File: config.mk
export PLATFORM = sky130hd
export DESIGN_NAME = fault_recovery_ctrl
export DESIGN_NICKNAME = d
export VERILOG_FILES = /design/src/rtl/fault_recovery_ctrl.sv
export SDC_FILE = /design/constraint.sdc
export NUM_CORES = 1
export LEC_CHECK = 0
export CAP_MARGIN = 10
export CORE_MARGIN = 1.5
export CORE_UTILIZATION = 55
export DETAILED_ROUTE_END_ITERATION = 10
export GPL_ROUTABILITY_DRIVEN = 0
export GPL_TIMING_DRIVEN = 1
export HOLD_SLACK_MARGIN = 0.08
export PLACE_DENSITY = 0.75
export SKIP_LAST_GASP = 1
export SYNTH_ARGS = -nofsm -noshare
export SYNTH_HDL_FRONTEND = slang
export SYNTH_SLANG_ARGS = --single-unit
export TNS_END_PERCENT = 20
File: constraint.sdc
create_clock -name clk -period 3.55 [get_ports clk]
set_input_delay 0.8875 -clock clk [delete_from_list [all_inputs] [get_ports clk]]
set_output_delay 0.8875 -clock clk [all_outputs]
set_load 0.1 [all_outputs]
File: src/rtl/fault_recovery_ctrl.sv
// rtl/fault_recovery_ctrl.sv - power-stage trip/cooldown/soft-start responder to fault-detector flags
module fault_recovery_ctrl #(
   parameter int COOL_CYCLES   = 1000,
   parameter int RAMP_DIV      = 4,
   parameter int RAMP_STEP     = 8,
   parameter int DERATE_DUTY   = 128,
   parameter int MAX_RETRY     = 3,
   parameter int RST_PULSE     = 2,
   parameter int STABLE_CYCLES = 4096
) (
   input  logic       clk,
   input  logic       rst,
   input  logic       enable,
   input  logic       clear_req,
   input  logic       warning,
   input  logic       fault,
   input  logic       shutdown,
   output logic       pwr_en,
   output logic [7:0] duty_limit,
   output logic       det_rstn,
   output logic [2:0] retry_cnt,
   output logic       lockout,
   output logic [2:0] state
);

   typedef enum logic [2:0] {
      S_OFF       = 3'd0,
      S_SOFTSTART = 3'd1,
      S_RUN       = 3'd2,
      S_DERATE    = 3'd3,
      S_TRIP      = 3'd4,
      S_COOLDOWN  = 3'd5,
      S_LOCKOUT   = 3'd6
   } state_t;

   localparam logic [15:0] COOL_LAST   = 16'(COOL_CYCLES - 1);
   localparam logic [15:0] RAMP_LAST   = 16'(RAMP_DIV - 1);
   localparam logic [15:0] PULSE_LAST  = 16'(RST_PULSE - 1);
   localparam logic [15:0] STABLE_LAST = 16'(STABLE_CYCLES - 1);
   localparam logic [7:0]  DERATE_CAP  = 8'(DERATE_DUTY);
   localparam logic [2:0]  RETRY_MAX   = 3'(MAX_RETRY);
   localparam logic [8:0]  STEP9       = 9'(RAMP_STEP);

   state_t      state_q, state_d;
   logic        pwr_q, pwr_d;
   logic [7:0]  duty_q, duty_d;
   logic        rstn_q, rstn_d;
   logic [2:0]  retry_q, retry_d;
   logic        lock_q, lock_d;
   logic [15:0] ramp_q, ramp_d;
   logic [15:0] pulse_q, pulse_d;
   logic [15:0] cool_q, cool_d;
   logic [15:0] stable_q, stable_d;
   logic [8:0]  ramp_sum;
   logic        trip_req;

   assign trip_req = fault | shutdown;
   assign ramp_sum = {1'b0, duty_q} + STEP9;

   always_comb begin
      state_d  = state_q;
      duty_d   = duty_q;
      retry_d  = retry_q;
      ramp_d   = ramp_q;
      pulse_d  = pulse_q;
      cool_d   = cool_q;
      stable_d = '0;
      case (state_q)
         S_OFF: begin
            if (enable) begin
               state_d = S_SOFTSTART;
               ramp_d  = '0;
            end
         end
         S_SOFTSTART: begin
            if (trip_req) begin
               state_d = S_TRIP;
            end else if (!enable) begin
               state_d = S_OFF;
            end else if (duty_q == 8'hFF) begin
               state_d = S_RUN;
            end else if (!warning) begin
               if (ramp_q == RAMP_LAST) begin
                  ramp_d = '0;
                  duty_d = ramp_sum[8] ? 8'hFF : ramp_sum[7:0];
               end else begin
                  ramp_d = ramp_q + 16'd1;
               end
            end
         end
         S_RUN: begin
            if (trip_req) begin
               state_d = S_TRIP;
            end else if (!enable) begin
               state_d = S_OFF;
            end else if (warning) begin
               state_d = S_DERATE;
               duty_d  = (duty_q < DERATE_CAP) ? duty_q : DERATE_CAP;
            end else if (stable_q == STABLE_LAST) begin
               retry_d = '0;
            end else begin
               stable_d = stable_q + 16'd1;
            end
         end
         S_DERATE: begin
            if (trip_req) begin
               state_d = S_TRIP;
            end else if (!enable) begin
               state_d = S_OFF;
            end else if (!warning) begin
               state_d = S_SOFTSTART;
               ramp_d  = '0;
            end
         end
         S_TRIP: begin
            if (pulse_q == PULSE_LAST) begin
               if (retry_q >= RETRY_MAX) begin
                  state_d = S_LOCKOUT;
               end else begin
                  state_d = S_COOLDOWN;
                  cool_d  = '0;
               end
            end else begin
               pulse_d = pulse_q + 16'd1;
            end
         end
         S_COOLDOWN: begin
            if (cool_q == COOL_LAST) begin
               if (trip_req) begin
                  state_d = S_TRIP;
               end else if (enable) begin
                  state_d = S_SOFTSTART;
                  ramp_d  = '0;
               end else begin
                  state_d = S_OFF;
               end
            end else begin
               cool_d = cool_q + 16'd1;
            end
         end
         S_LOCKOUT: begin
            if (clear_req) begin
               state_d = S_OFF;
               retry_d = '0;
            end
         end
         default: state_d = S_OFF;
      endcase

      // Every way into TRIP counts as a retry, including a re-trip straight out of cooldown.
      if (state_d == S_TRIP && state_q != S_TRIP) begin
         retry_d = (retry_q == 3'd7) ? 3'd7 : retry_q + 3'd1;
         pulse_d = '0;
      end

      pwr_d  = (state_d == S_SOFTSTART) || (state_d == S_RUN) || (state_d == S_DERATE);
      rstn_d = (state_d != S_TRIP);
      lock_d = (state_d == S_LOCKOUT);
      if (state_d == S_RUN) begin
         duty_d = 8'hFF;
      end else if (!pwr_d) begin
         duty_d = 8'h00;
      end
   end

   always_ff @(posedge clk) begin
      if (rst) begin
         state_q  <= S_OFF;
         pwr_q    <= 1'b0;
         duty_q   <= '0;
         rstn_q   <= 1'b1;
         retry_q  <= '0;
         lock_q   <= 1'b0;
         ramp_q   <= '0;
         pulse_q  <= '0;
         cool_q   <= '0;
         stable_q <= '0;
      end else begin
         state_q  <= state_d;
         pwr_q    <= pwr_d;
         duty_q   <= duty_d;
         rstn_q   <= rstn_d;
         retry_q  <= retry_d;
         lock_q   <= lock_d;
         ramp_q   <= ramp_d;
         pulse_q  <= pulse_d;
         cool_q   <= cool_d;
         stable_q <= stable_d;
      end
   end

   assign pwr_en     = pwr_q;
   assign duty_limit = duty_q;
   assign det_rstn   = rstn_q;
   assign retry_cnt  = retry_q;
   assign lockout    = lock_q;
   assign state      = state_q;

endmodule
==> results.md, run 1 <==
| Result | Value |
|---|---|
| Pin count of the biggest net entering global routing | 21 |
| Drt pass-1 iters | 5 |
| Overall global routing resource usage | 0.239 |
| Netlist area before placement | 4080 µm² |
| Fill cells | 675 |
| Worst-Skew Late Latency | 0.35 ns |
| Setup-violating endpoint count in the final report | 0 |
| Total inserted antenna cells | 0 |
| Post-synth net total | 506 |
| Share of the core filled with cells in the final layout | 0.632 |
| Most common flop cell mapped by yosys | dfxtp_1 |
| Cell taking the most area after synthesis | dfxtp_1 |
| Cell internal power dissipation | 1.40 mW |
| Clock Power Share | 0.394 |
| Effective utilization at floorplan | 0.566 |
| Max clock buf depth | 2 |
| Max-cap violation count | 0 |
| Total detailed-routing wirelength | 9010 µm |
| Power density over the cells | 421 nW/µm² |
| Max Fclk | 339 MHz |
| Hold Buf Count CTS | 0 |
| Fin nets | 526 |
| Initial detailed-routing violation count | 155 |
| # resized after CTS | 0 |
| Post-DR wirelength/cell | 14.6 µm |
| Power share of the combinational group | 0.125 |
| Critical path buffer and inverter count | 1 |
| Required time at the endpoint of the critical path | 3.81 ns |
| Number of enable-type register cells in the synthesized netlist | 0 |
| First-pass GRT wire length | 14900 µm |
| Endpoint arrival time on the critical path | 3.20 ns |
| CTS tree | built |
| Worst path slowest cell | clkdlybuf4s50_1 |
| Reported leakage power | 1.56 nW |
| Number of global-route vias before repair | 3328 |
| CP Class | input pin to flop |
| Standard-cell rows | 31 |
| Largest stage delay, worst path | 0.53 ns |
| Top post-synthesis cells by area | dfxtp_1, nor2_1, xor2_1 |
| Final Total Pwr | 1.92 mW |
| Critical path cell sequence | clkdlybuf4s50_1, nor3b_1, nand2_1, o31a_1, a311oi_4, nor2_1, a221oi_1 |
| Die span in y | 89.2 µm |
| Leftover overflow at the end of global routing | 0 |
| Crit share post-route | 0.831 |
| Final worst slack | 0.600 ns |
| TritonCTS buffer count | 9 |
| Sort of element at the end of the critical path | flop |
| Reported net switching power | 517 µW |
| Width of the die | 89.2 µm |
| CP startpoint kind | input pin |
| Clock-pin slew of the registers on the worst-case setup and hold paths | 0.08 ns |
| Status | finished clean |
| Sequential area share after synthesis | 0.387 |
| Worst IR drop on VDD | 0.203 mV |
| Worst clock skew | 0.0103 ns |
| # Post-CTS Setup Buffers | 0 |
| Syn-to-layout area delta | 11.7% |
| Largest fanout of any net on the critical path | 9 |
| Area share of the largest cell type after synthesis | 0.387 |
| Share of flip-flops with an asynchronous set or reset after synthesis | 0 |
| Final-report hold violation count | 0 |
| Max H-tree Level | 3 |
| Clock root buffer master | clkbuf_8 |
| Class of the most critical hold timing path | flop to flop |
| HPWL after DPL | 6370 µm |
| Syn. warnings | 0 |
| Worst-case setup slack after placement | 0.289 ns |
| Summed negative setup slack over all endpoints | 0 ns |
| Sequential share of power | 0.481 |
| Boundary Pins | 24 |
| Total clock sinks | 79 |
| Number of antenna-violating nets in the routed design | 0 |
| Final Critical Period | 2.95 ns |
| RSZ-0062 raised after global routing | false |
| Transition time at the pin with the least slew margin | 0.761 ns |
| Share of total power consumed by net switching | 0.269 |
| Cell count after synthesis | 492 |
| Port buffer count | 23 |
| Number of distinct library cell variants in the gate-level netlist after synthesis | 59 |
| Via/cell ratio | 5.91 |
| Number of antenna violations at the first check in global routing | 0 |
| Count of state elements after synthesis | 79 |
| DRC | 0 |
| Total die area | 7950 µm² |
| Max-slew violations | 0 |
| Share of cells above drive strength 1 | 0.0948 |
| Total via count in the routed design | 3640 |
| Worst max-slew margin expressed relative to the limit | 0.492 |
| Top delay family on crit path | compound AO/OA/AOI/OAI gates |
| Synth Area per Inst | 8.30 µm² |
| Core Box Area | 7210 µm² |
## flip-flops by register name (all words and copies together) (netlist names)
| register | flops |
|---|---|
| cool_q | 16 |
| det_rstn | 1 |
| state | 3 |
| lockout | 1 |
| pwr_en | 1 |
| stable_q | 16 |
| retry_cnt | 3 |
| ramp_q | 16 |
| pulse_q | 16 |
| duty_limit | 6 |
## synth_stat cells, types with 7 or more instances
| library cell | instances |
|---|---|
| dfxtp_1 | 79 |
| or3_1 | 9 |
| o21ai_0 | 15 |
| xor2_1 | 29 |
| nand2_1 | 31 |
| nand3_1 | 26 |
| a21oi_1 | 18 |
| inv_1 | 19 |
| o2111ai_1 | 10 |
| nor4_1 | 9 |
| buf_2 | 7 |
| nand4_1 | 14 |
| clkbuf_1 | 10 |
| nor2_1 | 80 |
| nor3_1 | 15 |
| ha_1 | 7 |
| and3_1 | 15 |
| xnor2_1 | 18 |
## routing by layer
metal,wire [µm],vias to the layer above,share of wire,global-route usage
li1,-,1803,-,-
met1,4160,1723,0.46,0.295
met2,4260,90,0.47,0.386
met3,307,24,0.034,0.0480
met4,276,0,0.031,0.140
met5,0,-,0,0
## cells by family (layout without fill, tap and decap cells)
family                   count (synthesis)  count (layout)  synth area share
AO/OA/AOI/OAI                           84              84             0.149
XOR/XNOR                                47              47             0.101
adder cells (fa/ha/maj)                  7               7            0.0215
buffers and inverters                   40              65            0.0444
flip-flops                              79              79             0.387
multiplexers                             2               2           0.00490
AND/OR/NAND/NOR                        233             233             0.292
## worst register-to-register path, cell delays in order, from the launching register on
cell and delay [ns]:
dfxtp_1 0.82, nor3b_4 0.47, nand3_4 0.19, a2111o_1 0.57, or3_1 0.38, a21oi_1 0.13
## path summary, 6_finish.rpt
path,start,end,slack [ns],cells after the start
worst min-delay path,stable_q[0],stable_q[0],0.47,1
worst max register to register,state[2],cool_q[15],0.92,5
worst min register to register,stable_q[0],stable_q[0],0.47,1
worst max-delay path,enable,duty_limit[1],0.60,7
## area by class of cell
class / instances / area, µm² / area share
clock buffers: 13 / 159 / 0.0348
clock inverters: 3 / 65.1 / 0.0143
inverters: 19 / 71.3 / 0.0156
multi-input cells: 373 / 2320 / 0.509
flip-flops and latches: 79 / 1580 / 0.347
well taps: 99 / 124 / 0.0272
repair buffers: 30 / 240 / 0.0527
## power groups by stage
stage	sequential, mW	clock [mW]	combinational [mW]
after global routing	0.924	0.803	0.258
final	0.922	0.756	0.241
after global placement	0.942	0	0.234
after CTS	0.922	0.768	0.238
after detailed placement	0.942	0	0.238
after floorplan	1.00	0	0.119
## through the flow
stage | hold slack [ns] | instance area, µm² | std cells
2_1_floorplan | 0.430 | 4080 | 492
3_3_place_gp | 0.443 | 4340 | 600
3_5_place_dp | 0.459 | 4340 | 600
4_1_cts | 0.478 | 4560 | 616
5_1_grt | 0.510 | 4560 | 616
6_report | 0.469 | 4560 | 616
## placed cells by master, fill, tap and decap left out, types with 5 or more instances in the layout
master / count
xnor2_1: 18
dfxtp_1: 79
and2_1: 6
nor4_1: 9
o21ai_0: 15
clkdlybuf4s50_1: 6
and3_1: 15
nor2_1: 80
nor3_1: 15
nand4_1: 14
inv_1: 19
nand3_1: 26
a21oi_1: 18
nand2_1: 31
o211ai_1: 6
nor4b_1: 5
buf_4: 24
clkbuf_8: 11
xor2_1: 29
o31ai_1: 5
ha_1: 7
o2111ai_1: 10
or3_1: 9
(Power assumes the default switching activity.)
==> inputs of run 2 (changes only) <==
Clock period 3.55 ns to 2.9 ns, I/O delays scaled along.
==> run 2 against run 1 <==
- cell count up 1.5%
- non-clock buffer count up 9
- critical path depth up 1
- largest power group unchanged
- flip-flop and latch count unchanged
- die area unchanged
- first-iteration DRC count up 14%
- count of clock-buffer cells in the layout unchanged
- critical path type unchanged
- core utilization up 1.1 points
- global-route usage down 0.99 points
==> results.md, run 2 (synthesis gave the netlist of run 1 again) <==
| Result | Value | Change |
|---|---|---|
| Clock root buffer master | clkbuf_8 | unchanged |
| Max-slew violations | 0 | unchanged |
| RSZ-0062 raised after global routing | false | unchanged |
| Sort of element at the end of the critical path | flop | unchanged |
| Total detailed-routing wirelength | 8680 µm | was 9010 µm |
| Overall global routing resource usage | 0.229 | was 0.239 |
| Leftover overflow at the end of global routing | 0 | unchanged |
| Max clock buf depth | 2 | unchanged |
| Min Hold Slack | 0.475 ns | was 0.469 ns |
| Largest stage delay, worst path | 0.56 ns | was 0.53 ns |
| Syn-to-layout area delta | 13.6% | was 11.7% |
| Core Box Area | 7210 µm² | unchanged |
| Boundary Pins | 24 | unchanged |
| Via/cell ratio | 5.77 | was 5.91 |
| Final-report hold violation count | 0 | unchanged |
| TritonCTS buffer count | 9 | unchanged |
| Largest fanout of any net on the critical path | 16 | was 9 |
| Effective utilization at floorplan | 0.566 | unchanged |
| Max Fclk | 394 MHz |  |
| Share of cells above drive strength 1 | 0.112 | was 0.0948 |
| Total clock sinks | 79 | unchanged |
| Final Non-Filler Cells | 625 | was 616 |
| Total inserted antenna cells | 0 | unchanged |
| Number of antenna-violating nets in the routed design | 0 | unchanged |
| Endpoint arrival time on the critical path | 2.83 ns | was 3.20 ns |
| Die span in y | 89.2 µm | unchanged |
| Logic depth of the worst path, buffers included | 8 | was 7 |
| Cells on worst reg2reg path | 6 | was 5 |
| Total die area | 7950 µm² | unchanged |
| Final Critical Period | 2.54 ns |  |
| Summed negative setup slack over all endpoints | 0 ns | unchanged |
| Initial detailed-routing violation count | 176 | was 155 |
| Pin count of the biggest net entering global routing | 19 | was 21 |
| Commonest non-fill, non-tap cells in the layout | nor2_1, dfxtp_1, nand2_1, buf_4, xor2_1 | was nor2_1, dfxtp_1, nand2_1 |
| CP Class | input pin to flop | unchanged |
| Total via count in the routed design | 3604 | was 3640 |
| Reported leakage power | 1.61 nW | was 1.56 nW |
| Sequential cell area | 1580 µm² | unchanged |
| CP startpoint | enable | unchanged |
| Final Total Pwr | 2.30 mW | was 1.92 mW |
| Top delay family on crit path | simple AND/OR/NAND/NOR gates | was compound AO/OA/AOI/OAI gates |
| Class of the most critical hold timing path | flop to flop | unchanged |
| Number of antenna violations at the first check in global routing | 0 | unchanged |
| Max-cap violation count | 0 | unchanged |
| Transition time at the pin with the least slew margin | 0.657 ns | was 0.761 ns |
| Critical hold path startpoint | stable_q[0] | unchanged |
| Critical path buffer and inverter count | 2 | was 1 |
| Post-DR wirelength/cell | 13.9 µm | was 14.6 µm |
| CTS tree | built | unchanged |
| Max H-tree Level | 3 | unchanged |
| Worst clock skew | 0.00964 ns | was 0.0103 ns |
| Standard-cell rows | 31 | unchanged |
| Clock-pin slew of the registers on the worst-case setup and hold paths | 0.08 ns | about the same |
| Number of placed instances, taps included | 609 | was 600 |
| Setup-violating endpoint count in the final report | 0 | unchanged |
| # Post-CTS Setup Buffers | 0 | unchanged |
| Power density over the cells | 495 nW/µm² | was 421 nW/µm² |
| Leading cell type in the layout, fill and taps excluded | nor2_1 | unchanged |
| Worst path slowest cell | clkdlybuf4s50_1 | unchanged |
| Share of the core filled with cells in the final layout | 0.643 | was 0.632 |
| Depth of the worst hold-timing path | 1 | unchanged |
| Port buffer count | 23 | unchanged |
| First-pass GRT wire length | 14300 µm | was 14900 µm |
| Crit share post-route | 0.876 |  |
| CP startpoint kind | input pin | unchanged |
| # resized after CTS | 0 | unchanged |
| Fill cells | 615 | was 675 |
| Start of the worst register-to-register path | retry_cnt[0] | was state[2] |
| Fin nets | 535 | was 526 |
| Hold Buf Count CTS | 0 | unchanged |
| HPWL after DPL | 6250 µm | was 6370 µm |
| Drt pass-1 iters | 4 | was 5 |
| Worst IR drop on VDD | 0.338 mV | was 0.203 mV |
| Width of the die | 89.2 µm | unchanged |
| Critical path cell sequence | clkdlybuf4s50_1, nor3b_1, nand2_1, o31a_1, and4_1, a21o_1, buf_12, nor2_1 | was clkdlybuf4s50_1, nor3b_1, nand2_1, o31a_1, a311oi_4, nor2_1, a221oi_1 |
| DRC | 0 | unchanged |
| Number of global-route vias before repair | 3187 | was 3328 |
| Required time at the endpoint of the critical path | 3.19 ns | was 3.81 ns |
| Status | finished clean | unchanged |
| Worst max-slew margin expressed relative to the limit | 0.559 | was 0.492 |
| Worst-Skew Late Latency | 0.35 ns | about the same |
| Total area of multi-input combinational cells | 2320 µm² | unchanged |
## run 2: cell types whose count changed in the layout (fill, tap and decap cells not counted)
cell / before / now
buf_12: 0 / 2
bufinv_16: 2 / 1
clkinv_2: 1 / 2
buf_4: 24 / 31
clkbuf_8: 11 / 12
clkbuf_1: 2 / 1
## run 2: worst paths after layout
check | end | slack, ns
setup / recovery | pulse_q[5] | 0.36
hold / removal | stable_q[0] | 0.48
setup reg to reg | cool_q[15] | 0.37
hold reg to reg | stable_q[0] | 0.48
## run 2: where the power goes
group / internal [mW] / switching, mW
combinational: 0.100 / 0.215
sequential: 1.10 / 0.0253
clock: 0.466 / 0.389
total: 1.67 / 0.629
## run 2: through the flow
stage,area [µm²],setup slack [ns]
2_1_floorplan,4080,0.0351
3_3_place_gp,4430,0.0626
3_5_place_dp,4430,0.00872
4_1_cts,4640,0.341
5_1_grt,4640,0.151
6_report,4640,0.359
## run 2: routing by layer
layer | GRT usage | share of wire | up-vias
met5 | 0 | 0 | -
met4 | 0.112 | 0.028 | 0
met3 | 0.0388 | 0.033 | 21
met2 | 0.371 | 0.46 | 66
met1 | 0.296 | 0.48 | 1688
li1 | - | - | 1829
## run 2: cell type report
cell class | count | area share
Inverter | 19 | 0.0154
Multi-Input combinational cell | 373 | 0.500
Sequential cell | 79 | 0.341
Clock inverter | 3 | 0.00863
Tap cell | 99 | 0.0267
Timing Repair Buffer | 39 | 0.0718
Clock buffer | 13 | 0.0364
## run 2: worst register-to-register path: stages (launching register included)
cell and delay (ns):
dfxtp_1 0.35, ha_1 0.24, a211oi_1 0.58, nand3_4 0.21
a2111o_1 0.56, or3_1 0.38, a21oi_1 0.13
